### src/rtl/picorv32_axi_adapter_if.sv
// Bundle of the PicoRV32 native memory port and the AXI4-Lite master port.
// The master modport is the adapter itself; the slave modport is the core plus AXI memory.
interface picorv32_axi_adapter_if;
   logic        mem_valid;
   logic        mem_instr;
   logic        mem_ready;
   logic [31:0] mem_addr;
   logic [31:0] mem_wdata;
   logic [3:0]  mem_wstrb;
   logic [31:0] mem_rdata;

   logic        mem_axi_awvalid;
   logic        mem_axi_awready;
   logic [31:0] mem_axi_awaddr;
   logic [2:0]  mem_axi_awprot;
   logic        mem_axi_wvalid;
   logic        mem_axi_wready;
   logic [31:0] mem_axi_wdata;
   logic [3:0]  mem_axi_wstrb;
   logic        mem_axi_bvalid;
   logic        mem_axi_bready;
   logic        mem_axi_arvalid;
   logic        mem_axi_arready;
   logic [31:0] mem_axi_araddr;
   logic [2:0]  mem_axi_arprot;
   logic        mem_axi_rvalid;
   logic        mem_axi_rready;
   logic [31:0] mem_axi_rdata;

   modport master (
      input  mem_valid, mem_instr, mem_addr, mem_wdata, mem_wstrb,
      output mem_ready, mem_rdata,
      output mem_axi_awvalid, mem_axi_awaddr, mem_axi_awprot,
      input  mem_axi_awready,
      output mem_axi_wvalid, mem_axi_wdata, mem_axi_wstrb,
      input  mem_axi_wready,
      input  mem_axi_bvalid,
      output mem_axi_bready,
      output mem_axi_arvalid, mem_axi_araddr, mem_axi_arprot,
      input  mem_axi_arready,
      input  mem_axi_rvalid, mem_axi_rdata,
      output mem_axi_rready
   );

   modport slave (
      output mem_valid, mem_instr, mem_addr, mem_wdata, mem_wstrb,
      input  mem_ready, mem_rdata,
      input  mem_axi_awvalid, mem_axi_awaddr, mem_axi_awprot,
      output mem_axi_awready,
      input  mem_axi_wvalid, mem_axi_wdata, mem_axi_wstrb,
      output mem_axi_wready,
      output mem_axi_bvalid,
      input  mem_axi_bready,
      input  mem_axi_arvalid, mem_axi_araddr, mem_axi_arprot,
      output mem_axi_arready,
      output mem_axi_rvalid, mem_axi_rdata,
      input  mem_axi_rready
   );
endinterface

### src/rtl/picorv32_axi_adapter.sv
// PicoRV32 native memory interface to AXI4-Lite bridge, one transfer in flight.
// Optional macro AXI_RESP_REG_EN registers the B/R response (mem_ready one cycle later).
module picorv32_axi_adapter (
   input  logic                          clk,
   input  logic                          resetn,
   picorv32_axi_adapter_if.master        bus
);

   logic w_run;
   logic w_is_wr;
   logic w_resp_en;
   logic w_ready;
   logic w_xfer_done;
   logic w_aw_hs;
   logic w_w_hs;
   logic w_ar_hs;
   logic r_ack_aw;
   logic r_ack_w;
   logic r_ack_ar;

   // resetn is active-high here: the request is masked while it is asserted
   assign w_run   = bus.mem_valid & ~resetn;
   assign w_is_wr = |bus.mem_wstrb;

   assign bus.mem_axi_awvalid = w_run &  w_is_wr & ~r_ack_aw;
   assign bus.mem_axi_wvalid  = w_run &  w_is_wr & ~r_ack_w;
   assign bus.mem_axi_arvalid = w_run & ~w_is_wr & ~r_ack_ar;
   assign bus.mem_axi_bready  = w_run &  w_is_wr & w_resp_en;
   assign bus.mem_axi_rready  = w_run & ~w_is_wr & w_resp_en;

   assign bus.mem_axi_awaddr = bus.mem_addr;
   assign bus.mem_axi_araddr = bus.mem_addr;
   assign bus.mem_axi_awprot = 3'b000;
   assign bus.mem_axi_arprot = bus.mem_instr ? 3'b100 : 3'b000;
   assign bus.mem_axi_wdata  = bus.mem_wdata;
   assign bus.mem_axi_wstrb  = bus.mem_wstrb;

   assign w_aw_hs = bus.mem_axi_awvalid & bus.mem_axi_awready;
   assign w_w_hs  = bus.mem_axi_wvalid  & bus.mem_axi_wready;
   assign w_ar_hs = bus.mem_axi_arvalid & bus.mem_axi_arready;

`ifdef AXI_RESP_REG_EN
   logic        r_done;
   logic [31:0] r_rdata;
   logic        w_b_hs;
   logic        w_r_hs;

   assign w_b_hs    = bus.mem_axi_bvalid & bus.mem_axi_bready;
   assign w_r_hs    = bus.mem_axi_rvalid & bus.mem_axi_rready;
   assign w_resp_en = ~r_done;
   assign w_ready   = w_run & r_done;
   assign bus.mem_rdata = r_rdata;

   // Response-seen flag; it also blocks a second B/R acceptance for this transfer
   always_ff @(posedge clk or posedge resetn) begin
      if (resetn) begin
         r_done <= 1'b0;
      end else if (!bus.mem_valid || w_xfer_done) begin
         r_done <= 1'b0;
      end else if (w_b_hs || w_r_hs) begin
         r_done <= 1'b1;
      end
   end

   // Read data captured on the R handshake
   always_ff @(posedge clk or posedge resetn) begin
      if (resetn) begin
         r_rdata <= 32'h0000_0000;
      end else if (w_r_hs) begin
         r_rdata <= bus.mem_axi_rdata;
      end
   end
`else
   assign w_resp_en     = 1'b1;
   assign w_ready       = w_run & (w_is_wr ? bus.mem_axi_bvalid : bus.mem_axi_rvalid);
   assign bus.mem_rdata = bus.mem_axi_rdata;
`endif

   assign bus.mem_ready = w_ready;
   assign w_xfer_done   = w_run & w_ready;

   // Address/data acceptance flags; dropping mem_valid abandons the transfer
   always_ff @(posedge clk or posedge resetn) begin
      if (resetn) begin
         r_ack_aw <= 1'b0;
         r_ack_w  <= 1'b0;
         r_ack_ar <= 1'b0;
      end else if (!bus.mem_valid || w_xfer_done) begin
         r_ack_aw <= 1'b0;
         r_ack_w  <= 1'b0;
         r_ack_ar <= 1'b0;
      end else begin
         if (w_aw_hs) r_ack_aw <= 1'b1;
         if (w_w_hs)  r_ack_w  <= 1'b1;
         if (w_ar_hs) r_ack_ar <= 1'b1;
      end
   end

endmodule

### src/flat_wrapper.sv
// flat-port wrapper written by rule: the top's interface ports become plain ports
module picorv32_axi_adapter_flat 
  (clk, resetn, bus_mem_valid, bus_mem_instr, bus_mem_addr, bus_mem_wdata, bus_mem_wstrb, bus_mem_ready, bus_mem_rdata, bus_mem_axi_awvalid, bus_mem_axi_awaddr, bus_mem_axi_awprot, bus_mem_axi_awready, bus_mem_axi_wvalid, bus_mem_axi_wdata, bus_mem_axi_wstrb, bus_mem_axi_wready, bus_mem_axi_bvalid, bus_mem_axi_bready, bus_mem_axi_arvalid, bus_mem_axi_araddr, bus_mem_axi_arprot, bus_mem_axi_arready, bus_mem_axi_rvalid, bus_mem_axi_rdata, bus_mem_axi_rready);
  picorv32_axi_adapter_if bus_i ();
  input  logic clk;
  input  logic resetn;
  input wire logic [$bits(bus_i.mem_valid)-1:0] bus_mem_valid;
  input wire logic [$bits(bus_i.mem_instr)-1:0] bus_mem_instr;
  input wire logic [$bits(bus_i.mem_addr)-1:0] bus_mem_addr;
  input wire logic [$bits(bus_i.mem_wdata)-1:0] bus_mem_wdata;
  input wire logic [$bits(bus_i.mem_wstrb)-1:0] bus_mem_wstrb;
  output wire logic [$bits(bus_i.mem_ready)-1:0] bus_mem_ready;
  output wire logic [$bits(bus_i.mem_rdata)-1:0] bus_mem_rdata;
  output wire logic [$bits(bus_i.mem_axi_awvalid)-1:0] bus_mem_axi_awvalid;
  output wire logic [$bits(bus_i.mem_axi_awaddr)-1:0] bus_mem_axi_awaddr;
  output wire logic [$bits(bus_i.mem_axi_awprot)-1:0] bus_mem_axi_awprot;
  input wire logic [$bits(bus_i.mem_axi_awready)-1:0] bus_mem_axi_awready;
  output wire logic [$bits(bus_i.mem_axi_wvalid)-1:0] bus_mem_axi_wvalid;
  output wire logic [$bits(bus_i.mem_axi_wdata)-1:0] bus_mem_axi_wdata;
  output wire logic [$bits(bus_i.mem_axi_wstrb)-1:0] bus_mem_axi_wstrb;
  input wire logic [$bits(bus_i.mem_axi_wready)-1:0] bus_mem_axi_wready;
  input wire logic [$bits(bus_i.mem_axi_bvalid)-1:0] bus_mem_axi_bvalid;
  output wire logic [$bits(bus_i.mem_axi_bready)-1:0] bus_mem_axi_bready;
  output wire logic [$bits(bus_i.mem_axi_arvalid)-1:0] bus_mem_axi_arvalid;
  output wire logic [$bits(bus_i.mem_axi_araddr)-1:0] bus_mem_axi_araddr;
  output wire logic [$bits(bus_i.mem_axi_arprot)-1:0] bus_mem_axi_arprot;
  input wire logic [$bits(bus_i.mem_axi_arready)-1:0] bus_mem_axi_arready;
  input wire logic [$bits(bus_i.mem_axi_rvalid)-1:0] bus_mem_axi_rvalid;
  input wire logic [$bits(bus_i.mem_axi_rdata)-1:0] bus_mem_axi_rdata;
  output wire logic [$bits(bus_i.mem_axi_rready)-1:0] bus_mem_axi_rready;
  assign bus_i.mem_valid = bus_mem_valid;
  assign bus_i.mem_instr = bus_mem_instr;
  assign bus_i.mem_addr = bus_mem_addr;
  assign bus_i.mem_wdata = bus_mem_wdata;
  assign bus_i.mem_wstrb = bus_mem_wstrb;
  assign bus_mem_ready = bus_i.mem_ready;
  assign bus_mem_rdata = bus_i.mem_rdata;
  assign bus_mem_axi_awvalid = bus_i.mem_axi_awvalid;
  assign bus_mem_axi_awaddr = bus_i.mem_axi_awaddr;
  assign bus_mem_axi_awprot = bus_i.mem_axi_awprot;
  assign bus_i.mem_axi_awready = bus_mem_axi_awready;
  assign bus_mem_axi_wvalid = bus_i.mem_axi_wvalid;
  assign bus_mem_axi_wdata = bus_i.mem_axi_wdata;
  assign bus_mem_axi_wstrb = bus_i.mem_axi_wstrb;
  assign bus_i.mem_axi_wready = bus_mem_axi_wready;
  assign bus_i.mem_axi_bvalid = bus_mem_axi_bvalid;
  assign bus_mem_axi_bready = bus_i.mem_axi_bready;
  assign bus_mem_axi_arvalid = bus_i.mem_axi_arvalid;
  assign bus_mem_axi_araddr = bus_i.mem_axi_araddr;
  assign bus_mem_axi_arprot = bus_i.mem_axi_arprot;
  assign bus_i.mem_axi_arready = bus_mem_axi_arready;
  assign bus_i.mem_axi_rvalid = bus_mem_axi_rvalid;
  assign bus_i.mem_axi_rdata = bus_mem_axi_rdata;
  assign bus_mem_axi_rready = bus_i.mem_axi_rready;
  picorv32_axi_adapter u_core (.clk(clk), .resetn(resetn), .bus(bus_i));
endmodule
### config.mk
export PLATFORM = sky130hd
export DESIGN_NAME = picorv32_axi_adapter_flat
export DESIGN_NICKNAME = d
export VERILOG_FILES = /design/src/rtl/picorv32_axi_adapter_if.sv /design/src/rtl/picorv32_axi_adapter.sv /design/src/flat_wrapper.sv
export SDC_FILE = /design/constraint.sdc
export NUM_CORES = 1
export LEC_CHECK = 0
export ABC_AREA = 1
export BUFFER_PORTS_ARGS = -buffer_cell sky130_fd_sc_hd__buf_2
export CORE_AREA = 4 4 96 98
export DETAILED_ROUTE_END_ITERATION = 12
export DIE_AREA = 0 0 100 102
export PLACE_DENSITY = 0.53
export SLEW_MARGIN = 20
export SYNTH_ARGS = -nofsm -noshare
export SYNTH_HDL_FRONTEND = slang
export SYNTH_SLANG_ARGS = --single-unit
### constraint.sdc
create_clock -name clk -period 1.6 [get_ports clk]
set_clock_uncertainty 0.1 [all_clocks]
set_input_delay 0.24 -clock clk [delete_from_list [all_inputs] [get_ports clk]]
set_output_delay 0.24 -clock clk [all_outputs]
set_load 0.1 [all_outputs]
======== Word level (Yosys, flattened, before mapping) ========
Cells that the tools add are included.
storage, ports and cells
  register bits ........................... 3
  input port bits ......................... 109
  output and inout port bits .............. 144
  word-level logic and storage cells ...... 33
operators by class
  mux-type cells .......................... 8
  bitwise operators ....................... 16
  reduce and logical (&&, ||, !) cells .... 6
operators with widths
  operator            count
  AND 1 bit           11
  two-way mux 1 bit   7
  nonzero test 2 bit  3
  NOT 1 bit           5
  OR reduction 4 bit  1
  two-way mux 3 bit   1
  zero test 1 bit     1
  logical OR 1 bit    1

======== Logic depth before layout (Yosys ltp) ========
Gate-level depths: netlist of the first run.
  depth in word-level cells ............... 7
  mapped depth ............................ 6
  mapped depth without buffers ............ 6

======== Worst setup path before layout of the first run ========
Ideal clock, no wire load.
  path kind ............................... input-to-output
  start ................................... input bus_mem_wstrb[3]
  end ..................................... output bus_mem_axi_arvalid
  data arrival time ....................... 1.769 ns
  data required time ...................... 1.260 ns
  path slack .............................. -0.509 ns
  stages .................................. 3
  path buffers ............................ 0
  path through ............................ nor2_2 > nand3_2 > nor2_1
between the ends
  word-level cells in the longest chain between the ends .. 4
ends and longest elaborated chain
  what                     RTL line                    text
  from (decl)              flat_wrapper.sv:11          input wire logic [$bits(bus_i.mem_wstrb)-1:0] bus_mem_wstrb;
  OR reduction 4 bit       picorv32_axi_adapter.sv:23  assign w_is_wr = |bus.mem_wstrb;
  NOT 1 bit                picorv32_axi_adapter.sv:27  assign bus.mem_axi_arvalid = w_run & ~w_is_wr & ~r_ack_ar;
  AND 1 bit (2 in series)  picorv32_axi_adapter.sv:27
  to (decl)                flat_wrapper.sv:24          output wire logic [$bits(bus_i.mem_axi_arvalid)-1:0] bus_mem_axi_arvalid;
No other way between the ends.

======== Worst setup path in the final report of the first run ========
  start ................................... input bus_mem_wstrb[1]
  end ..................................... output bus_mem_axi_arvalid
Same word-level chain as after synthesis.

==> results of run 1 <==
## synthesized netlist by cell type
| master | number | area (um2) |
|---|---|---|
| nand3_2 | 3 | 30.0 |
| dfrtp_1 | 3 | 75.1 |
| nor2_4 | 1 | 11.3 |
| inv_2 | 1 | 3.75 |
| nand4_1 | 1 | 6.26 |
| nor2_2 | 4 | 25.0 |
| conb_1 | 1 | 3.75 |
| nand3_1 | 2 | 10.0 |
| nand2_1 | 4 | 15.0 |
| nand2_2 | 1 | 6.26 |
| inv_1 | 8 | 30.0 |
| nor2_1 | 6 | 22.5 |
| buf_4 | 138 | 1040 |
## logic make-up after synthesis
group	Yosys count	synth area share, %
DFF	3	5.89
buffers and inverters	147	83.9
other	1	0.294
and+or+nand+nor	22	9.91
## layer usage
| layer | global-route usage [%] | part of all wire, % | wire length, um | vias to the layer above |
|---|---|---|---|---|
| li1 | - | - | - | 156 |
| met3 | 3.07 | 20 | 499 | 76 |
| met5 | 0 | 0 | 0 | - |
| met1 | 2.65 | 20 | 495 | 159 |
| met4 | 12.5 | 27 | 673 | 0 |
| met2 | 4.10 | 32 | 788 | 55 |
## cell type report
| cell class | count | area, um2 |
|---|---|---|
| Multi-Input combinational cell | 27 | 153 |
| Sequential cell | 3 | 75.1 |
| Clock buffer | 4 | 45.0 |
| Fill cell | 970 | 7820 |
| Inverter | 9 | 33.8 |
| Tap cell | 108 | 135 |
| Timing Repair Buffer | 22 | 205 |
## where the power goes
group / leakage [nW] / internal, mW / switching (mW) / total [mW]
Sequential: 0.0412 / 0.0790 / 0.00163 / 0.0806
Clock: 0.0228 / 0.170 / 0.0471 / 0.217
Combinational: 0.227 / 0.0477 / 0.174 / 0.222
Total: 0.291 / 0.296 / 0.223 / 0.519
## per-stage QoR
| stage | utilization [%] | setup TNS (ns) | power, mW |
|---|---|---|---|
| 5_1_grt | 7.64 | 0 | 0.548 |
| 6_report | 7.64 | 0 | 0.519 |
| 3_3_place_gp | 6.99 | 0 | 0.303 |
| 2_1_floorplan | - | -0.156 | 1.78 |
| 3_5_place_dp | 6.99 | 0 | 0.304 |
| 4_1_cts | 7.64 | 0 | 0.530 |
## worst max-delay path, stage by stage
cell and delay (ns):
buf_2 0.13, nor2_2 0.21, nand3_2 0.15, nor2_2 0.17, buf_12 0.19
## placed cells by master (no fill, tap or decap)
master         netlist  routed
buf_12               0       6
nand2_1              4       4
clkbuf_1             0       1
nor2_1               6       3
buf_2                0      15
clkbuf_8             0       3
nand2_2              1       1
conb_1               1       5
nand3_2              3       3
dfrtp_1              3       3
nor2_4               1       1
nand4_1              1       1
nor2_2               4       7
dlygate4sd3_1        0       1
inv_2                1       1
nand3_1              2       2
inv_1                8       8
## how the worst max path moves through the flow
stage / cells past startpoint / start / end / slack [ns]
5_1_grt: 6 / bus_mem_wstrb[1] / bus_mem_axi_bready / 0.08
4_1_cts: 5 / bus_mem_wstrb[1] / bus_mem_axi_arvalid / 0.11
2_1_floorplan: 4 / bus_mem_valid / bus_mem_axi_awvalid / -0.05
3_5_place_dp: 5 / bus_mem_wstrb[1] / bus_mem_axi_arvalid / 0.11
3_3_place_gp: 5 / bus_mem_wstrb[1] / bus_mem_axi_arvalid / 0.12
6_report: 5 / bus_mem_wstrb[1] / bus_mem_axi_arvalid / 0.16
## sequential cells by signal (all words and copies together), names as in the netlist
signal / count
u_core.r_ack_ar: 1
u_core.r_ack_aw: 1
u_core.r_ack_w: 1
==> metrics.txt, run 1 <==
Leak between 0.2 and 0.3 nW; setup ws final between 0.15 and 0.2 ns; Worst Hold Class input port to register; fin nets ~180; TritonCTS Buffers 3; DP HPWL 2.10 mm; pre-CTS setup slack between 0.1 and 0.15 ns; Worst EP required 1.26 ns; DIE WIDTH around 100 um; largest net degree at the start of global routing 7; clk slew on worst S/H paths approximately 0.03 ns; RSZ-0062 raised after global routing false; fin crit share between 90 and 100%; Max-Cap Viols 0; Boundary Pins 253; vias in the first global route about 500; min Tclk post-route 1.44 ns; Synth cell types 13; Max Buffers Root-to-Sink 2; min-delay src bus_mem_valid; routed len/inst 14.2 um; buffer count from post-CTS setup fixing 0; Worst Tran Pin Value ~0.52 ns; Skew-Pair Late Insertion Delay around 0.21 ns; Via Count about 450; status finished, final reports clean; Design Area, Final 647 um2; All-Layer GR Usage 4.42%; Finished Layout Cells about 170; CP arrival roughly 1.1 ns; initial core utilization between 10% and 20%; clk sinks 3; antenna violations before repair 0; first-pass GRT wire length around 3.2 mm; RePlAce Congestion between 0.6 and 0.7; Area Growth Syn to Fin -49.3%; hold endpoint u_core.r_ack_ar$_DFFE_PP0P_; core box area between 8000 and 9000 um2; max-slew violation count 0; CP max FO 3; die span in y between 100 and 150 um; mapped cell area 1270 um2; WL final ~2.5 mm; Placed Instances roughly 170; pwr dens about 800 nW/um2; hold_buf cts 1; Syn Area/Cell approximately 7.4 um2; f_max about 690 MHz; CTS tree done; H-tree depth 1; grt ovf 0; FP Rows 34; reg2reg start u_core.r_ack_ar$_DFFE_PP0P_; Hold Crit Depth 3; critical path launch point type input port; via/cell ratio 2.58; Yosys reg bits 3; I/O Buffers 21; Routed Antenna Nets 0; Final Hold Fails 0; CP Capture Type primary output; crit path kind input port to primary output; First-pass DRT Iterations 4; Ys Warns 0; share of layout cells above drive strength 1 between 50% and 60%; Reg2Reg Setup Slack 0.82 ns; worst r2r dst u_core.r_ack_ar$_DFFE_PP0P_; # setup viols final 0; Syn Inst Count between 150 and 200; Seq/Total Area, Yosys under 10%; Die ar. 10200 um2; drt drc 0; PostCTS Resize Cnt 0; VDD IR max between 0.2 and 0.3 mV; Hold WS between 0.2 and 0.25 ns; placed standard-cell area between 500 and 600 um2; root buffer cell clkbuf_8; diode count 0; worst r2r path cells 2; initial DRC count 6; relative max-transition margin 65.8%
Power figures use the tool's default switching activity.
==> run 2, diff against run 1 <==
--- a/config.mk
+++ b/config.mk
@@ -5,12 +5,11 @@
 export SDC_FILE = /design/constraint.sdc
 export NUM_CORES = 1
 export LEC_CHECK = 0
-export ABC_AREA = 1
 export BUFFER_PORTS_ARGS = -buffer_cell sky130_fd_sc_hd__buf_2
-export CORE_AREA = 4 4 96 98
+export CORE_AREA = 4 4 97 99
 export DETAILED_ROUTE_END_ITERATION = 12
-export DIE_AREA = 0 0 100 102
-export PLACE_DENSITY = 0.53
+export DIE_AREA = 0 0 101 103
+export PLACE_DENSITY = 0.52
 export SLEW_MARGIN = 20
 export SYNTH_ARGS = -nofsm -noshare
 export SYNTH_HDL_FRONTEND = slang
==> run 2 against run 1 <==
Effect of this change: count of clock-buffer cells in the layout stayed put; via count is 20% higher; worst hold slack worse by 0.085 ns; critical path depth is 1 lower; critical path type unchanged; routed wire length is 4.8% higher; the flow now finishes with violations (negative setup slack); worst setup slack worse by 0.20 ns.
==> metrics.txt, run 2 <==
routed len/inst between 10 and 15 um; Routed Antenna Nets 0; CP Capture Type primary output; Syn Area/Cell around 7.6 um2; CP bufs+invs 2; fin nets approximately 180; I/O Buffers 21; mapped cell area between 1000 and 1500 um2; VDD IR max 0.330 mV; Final Hold Fails 0; reg2reg start u_core.r_ack_w$_DFFE_PP0P_; Worst Hold Class input port to register; Leak between 0.3 and 0.4 nW; clk sinks 3; Skew-Pair Late Insertion Delay 0.22 ns; WL final about 2.6 mm; CP arrival about 1.3 ns; top cell type's share of synthesized area around four fifths; RSZ-0062 raised after global routing true; number of enable flip-flop cells after synthesis 0; commonest non-fill, non-tap cells in the layout 11 x buf_4, 10 x buf_2, 6 x buf_12; grt ovf 0; CP startpoint bus_mem_wstrb[1]; worst r2r path cells 3; violated checks negative setup slack; FP Rows 34; worst setup path end bus_mem_axi_arvalid; fin crit share 103%; max-slew violation count 0; DP HPWL approximately 2.3 mm; core box area between 8000 and 9000 um2; Max-Cap Viols 0; share of layout cells above drive strength 1 63.0%; count leader, synth buf_4; worst r2r dst u_core.r_ack_w$_DFFE_PP0P_; diode count 0; clk slew on worst S/H paths about 0.030 ns; min Tclk post-route 1.64 ns; top flop regs u_core.r_ack_ar (1), u_core.r_ack_aw (1), u_core.r_ack_w (1); Die ar. around 10000 um2; crit path kind input port to primary output; Finished Layout Cells ~180; CP max FO 4; Via Count approximately 540; DIE WIDTH about 100 um; ys async rst share between 90% and 100%; Area Growth Syn to Fin -36.0%; All-Layer GR Usage under 10%; Yosys top cell by area buf_4; via/cell ratio roughly 3.0; CP max-delay cell or4_4; largest net degree at the start of global routing 7; vias in the first global route slightly above 600; initial core utilization between 15 and 20%; Reg2Reg Setup Slack approximately 0.57 ns; drt drc 0; antenna violations before repair 0; First-pass DRT Iterations 2; Primary FF master, synth dfrtp_1; ranking of synthesized cells by area buf_4 80%, dfrtp_1 5.8%, nor3_1 3.1%, nand2_1 1.7%, nor4_4 1.6%; pwr dens 678 nW/um2; Boundary Pins ~250; die span in y just over 100 um; critical path launch point type input port; Worst EP required 1.26 ns; Top delay family on crit path simple AND/OR/NAND/NOR gates; f_max roughly 600 MHz; TritonCTS Buffers 3; Max Buffers Root-to-Sink 2; first-pass GRT wire length between 3 and 4 mm; top cells by count, synth 138 x buf_4, 8 x nor3_1, 6 x nand2_1; Syn Inst Count 171; status finished, violations left; Placed Instances ~180; Synth cell types 16; RePlAce Congestion approximately 0.79; CP peak stage delay 0.59 ns; CTS tree done; root buffer cell clkbuf_8; commonest non-fill, non-tap cell in the layout buf_4; worst-path cell chain buf_8 > or4_4 > nor3_4 > buf_12; Ys Warns 0; initial DRC count 1; H-tree depth 1; critical path depth 4; setup ws final -0.0402 ns; Seq/Total Area, Yosys under 10%; Yosys reg bits 3; Final Core Density under 10%; buffer count from post-CTS setup fixing 0; # setup viols final 2
==> run 2: changes by cell type in the layout (fill, tap and decap cells not counted), sizes merged, moves of 2 or more <==
| cell | change |
|---|---|
| buf | +10 |
| nor2 | -9 |
| inv | -8 |
| nor3 | +8 |
| nand3 | -4 |
| a211o | +2 |
| a21oi | +2 |
| and2b | +2 |
==> run 2: cells by family after synthesis <==
kind of cell,Yosys count,share of synthesized area (%)
buffers and inverters,139,80.2
and+or+nand+nor,22,10.3
AOI/OAI and AO/OA,6,3.38
DFF,3,5.79
other,1,0.289
==> run 2: stage by stage <==
step | area (um2) | setup TNS [ns] | hold slack (ns) | setup WS [ns] | power, mW
floorplan | 1370 | -0.734 | -0.0980 | -0.367 | 1.79
global placement | 746 | -0.235 | 0.165 | -0.114 | 0.333
detailed placement | 746 | -0.261 | 0.170 | -0.121 | 0.333
CTS | 822 | -0.0819 | 0.136 | -0.0480 | 0.569
global route | 830 | -0.121 | 0.146 | -0.0766 | 0.586
finish | 830 | -0.0659 | 0.140 | -0.0402 | 0.562
==> run 2: area by class of cell <==
type,count,area [um2]
well taps,108,135
flip-flops and latches,3,75.1
multi-input cells,33,259
inverters,1,3.75
repair buffers,32,312
fillers,985,7720
clock buffers,4,45.0
==> run 2: worst min path at each step <==
| stage | startpoint | end | cells past startpoint |
|---|---|---|---|
| finish | bus_mem_axi_wready | u_core.r_ack_w$_DFFE_PP0P_ | 2 |
| global route | bus_mem_axi_wready | u_core.r_ack_w$_DFFE_PP0P_ | 2 |
| CTS | bus_mem_axi_wready | u_core.r_ack_w$_DFFE_PP0P_ | 2 |
| detailed placement | resetn | u_core.r_ack_w$_DFFE_PP0P_ | 3 |
| global placement | resetn | u_core.r_ack_aw$_DFFE_PP0P_ | 3 |
| floorplan | resetn | u_core.r_ack_ar$_DFFE_PP0P_ | 1 |
==> run 2: report_power, final <==
| group | switching [mW] | internal, mW |
|---|---|---|
| sequential | 0.00296 | 0.0791 |
| combinational | 0.184 | 0.0732 |
| clock | 0.0529 | 0.170 |
==> run 2: worst reg2reg max path, cell delays in order, from the launching register on <==
cell	delay (ns)
dfrtp_1	0.40
nand2_1	0.10
nor3_1	0.05
a211o_1	0.26
==> run 2: layer usage <==
| metal | track usage, % | vias up | wire (um) |
|---|---|---|---|
| li1 | - | 197 | - |
| met1 | 3.10 | 196 | 553 |
| met2 | 6.63 | 80 | 1100 |
| met3 | 2.91 | 63 | 520 |
| met4 | 7.67 | 0 | 397 |
| met5 | 0 | - | 0 |
==> run 2: what timing repair did <==
action	in CTS	in global routing
hold buffers	1	0
hold endpoints to repair	3	0
setup endpoints to repair	4	6
gates resized for setup	7	7
pin swaps	2	1
==> run 3, diff against run 2 <==
--- a/config.mk
+++ b/config.mk
@@ -10,6 +10,7 @@
 export DETAILED_ROUTE_END_ITERATION = 12
 export DIE_AREA = 0 0 101 103
 export PLACE_DENSITY = 0.52
+export SETUP_SLACK_MARGIN = 0.15
 export SLEW_MARGIN = 20
 export SYNTH_ARGS = -nofsm -noshare
 export SYNTH_HDL_FRONTEND = slang
==> run 3 against run 2 <==
Effect of this change: combinational power grew 14%; count of clock-buffer cells in the layout is the same; the flow still finishes with violations (negative setup slack); routed wire length grew 17%; via count grew 6.5%; critical path depth is the same; final area grew 14%; worst hold slack lost 0.0051 ns; global-route usage grew 0.76 points; flip-flop and latch count is the same; clock power is essentially flat; maximum frequency grew 0.55%.
==> metrics.txt, run 3 (synthesis gave the netlist of run 2 again) <==
min-delay src bus_mem_axi_awready; RePlAce Congestion roughly 0.8; diode count 0; initial core utilization ~15%; All-Layer GR Usage between 5 and 6%; Final Core Density between 10 and 15%; Final Hold Fails 0; share of layout cells above drive strength 1 between 60 and 70%; Die ar. around 10000 um2; Boundary Pins around 250; WL final about 3.0 mm; min Tclk post-route between 1.5 and 2 ns; CP peak stage delay slightly below 0.6 ns; CP Capture Type primary output; initial DRC count 9; FP Rows 34; Max Buffers Root-to-Sink 2; commonest non-fill, non-tap cell in the layout buf_4; first-pass GRT wire length ~4.0 mm; critical path launch point type input port; DP HPWL 2.60 mm; CP max FO 4; largest net degree at the start of global routing 7; pre-CTS setup slack -0.108 ns; RSZ-0062 raised after global routing true; CP max-delay cell or4_4; setup ws final -0.0312 ns; core box area around 8600 um2; pwr dens 635 nW/um2; fin crit share 102%; clk slew on worst S/H paths 0.03 ns; vias in the first global route around 650; antenna violations before repair 0; status finished, violations left; I/O Buffers 21; # setup viols final 2; Skew-Pair Late Insertion Delay ~0.22 ns; worst r2r dst u_core.r_ack_w$_DFFE_PP0P_; Worst Hold Class input port to register; Max-Cap Viols 0; root buffer cell clkbuf_8; max-slew violation count 0; Area Growth Syn to Fin -26.9%; CP arrival around 1.3 ns; violated checks negative setup slack; First-pass DRT Iterations 4; drt drc 0; f_max slightly above 600 MHz; Hold Crit Depth 2; Worst EP required roughly 1.3 ns; VDD IR max 0.569 mV; DIE WIDTH just over 100 um; worst r2r path cells 3; Reg2Reg Setup Slack 0.53 ns; CTS tree done; routed len/inst 16.1 um; clk sinks 3; Leak approximately 0.38 nW; via/cell ratio about 3.1; Via Count between 500 and 600; grt ovf 0; TritonCTS Buffers 3; H-tree depth 1; top flop regs u_core.r_ack_ar (1), u_core.r_ack_aw (1), u_core.r_ack_w (1); crit path kind input port to primary output; worst-path cell chain buf_6 > or4_4 > nor3_4 > buf_12; commonest non-fill, non-tap cells in the layout 11 x buf_4, 10 x buf_12, 8 x buf_2; Routed Antenna Nets 0; hold endpoint u_core.r_ack_aw$_DFFE_PP0P_; die span in y around 100 um; reg2reg start u_core.r_ack_w$_DFFE_PP0P_; fin nets ~190
run 3: stage by stage:
step	power, mW	area, um2	hold slack [ns]	std cells	setup TNS, ns
6_report	0.601	947	0.135	186	-0.0462
5_1_grt	0.627	947	0.152	186	-0.120
4_1_cts	0.603	927	0.139	186	-0.0602
3_5_place_dp	0.346	783	0.184	179	-0.496
3_3_place_gp	0.345	783	0.176	179	-0.400
2_1_floorplan	1.79	1380	-0.0980	175	-0.794
run 3: worst max-delay path by stage:
stage	startpoint	to	depth (start not counted)
floorplan	bus_mem_wstrb[3]	bus_mem_axi_arvalid	2
global placement	bus_mem_wstrb[3]	bus_mem_axi_arvalid	4
detailed placement	bus_mem_wstrb[3]	bus_mem_axi_arvalid	4
CTS	bus_mem_wstrb[1]	bus_mem_axi_arvalid	4
global route	bus_mem_wstrb[1]	bus_mem_axi_arvalid	4
finish	bus_mem_wstrb[1]	bus_mem_axi_arvalid	4
run 3: what timing repair did:
action	4_1_cts	5_1_grt
gates resized for setup	18	5
hold buffers	1	0
pin swaps	8	5
buffers inserted	2	0
setup endpoints to repair	6	8
endpoints found under the hold margin	3	0
run 3: per-layer routing:
metal	track usage (%)	routed length, um
met5	0	0
met4	8.08	490
met3	3.45	581
met2	8.10	1240
met1	3.62	686
run 3: final cells by class:
| class | count | area, um2 |
|---|---|---|
| Fill cell | 964 | 7600 |
| Timing Repair Buffer | 37 | 412 |
| Multi-Input combinational cell | 33 | 277 |
| Tap cell | 108 | 135 |
| Sequential cell | 3 | 75.1 |
| Clock buffer | 4 | 45.0 |
| Inverter | 1 | 3.75 |
run 3: worst max-delay path: cells and delay by family:
family | cells | cell delay [ns]
buffers and inverters | 2 | 0.29
AND/OR/NAND/NOR | 2 | 0.75
run 3: report_power, final:
group          internal (mW)  leakage (nW)  switching, mW
Sequential            0.0791        0.0412        0.00360
Combinational         0.0984         0.320          0.194
Clock                  0.170        0.0228         0.0559
Total                  0.348         0.384          0.254
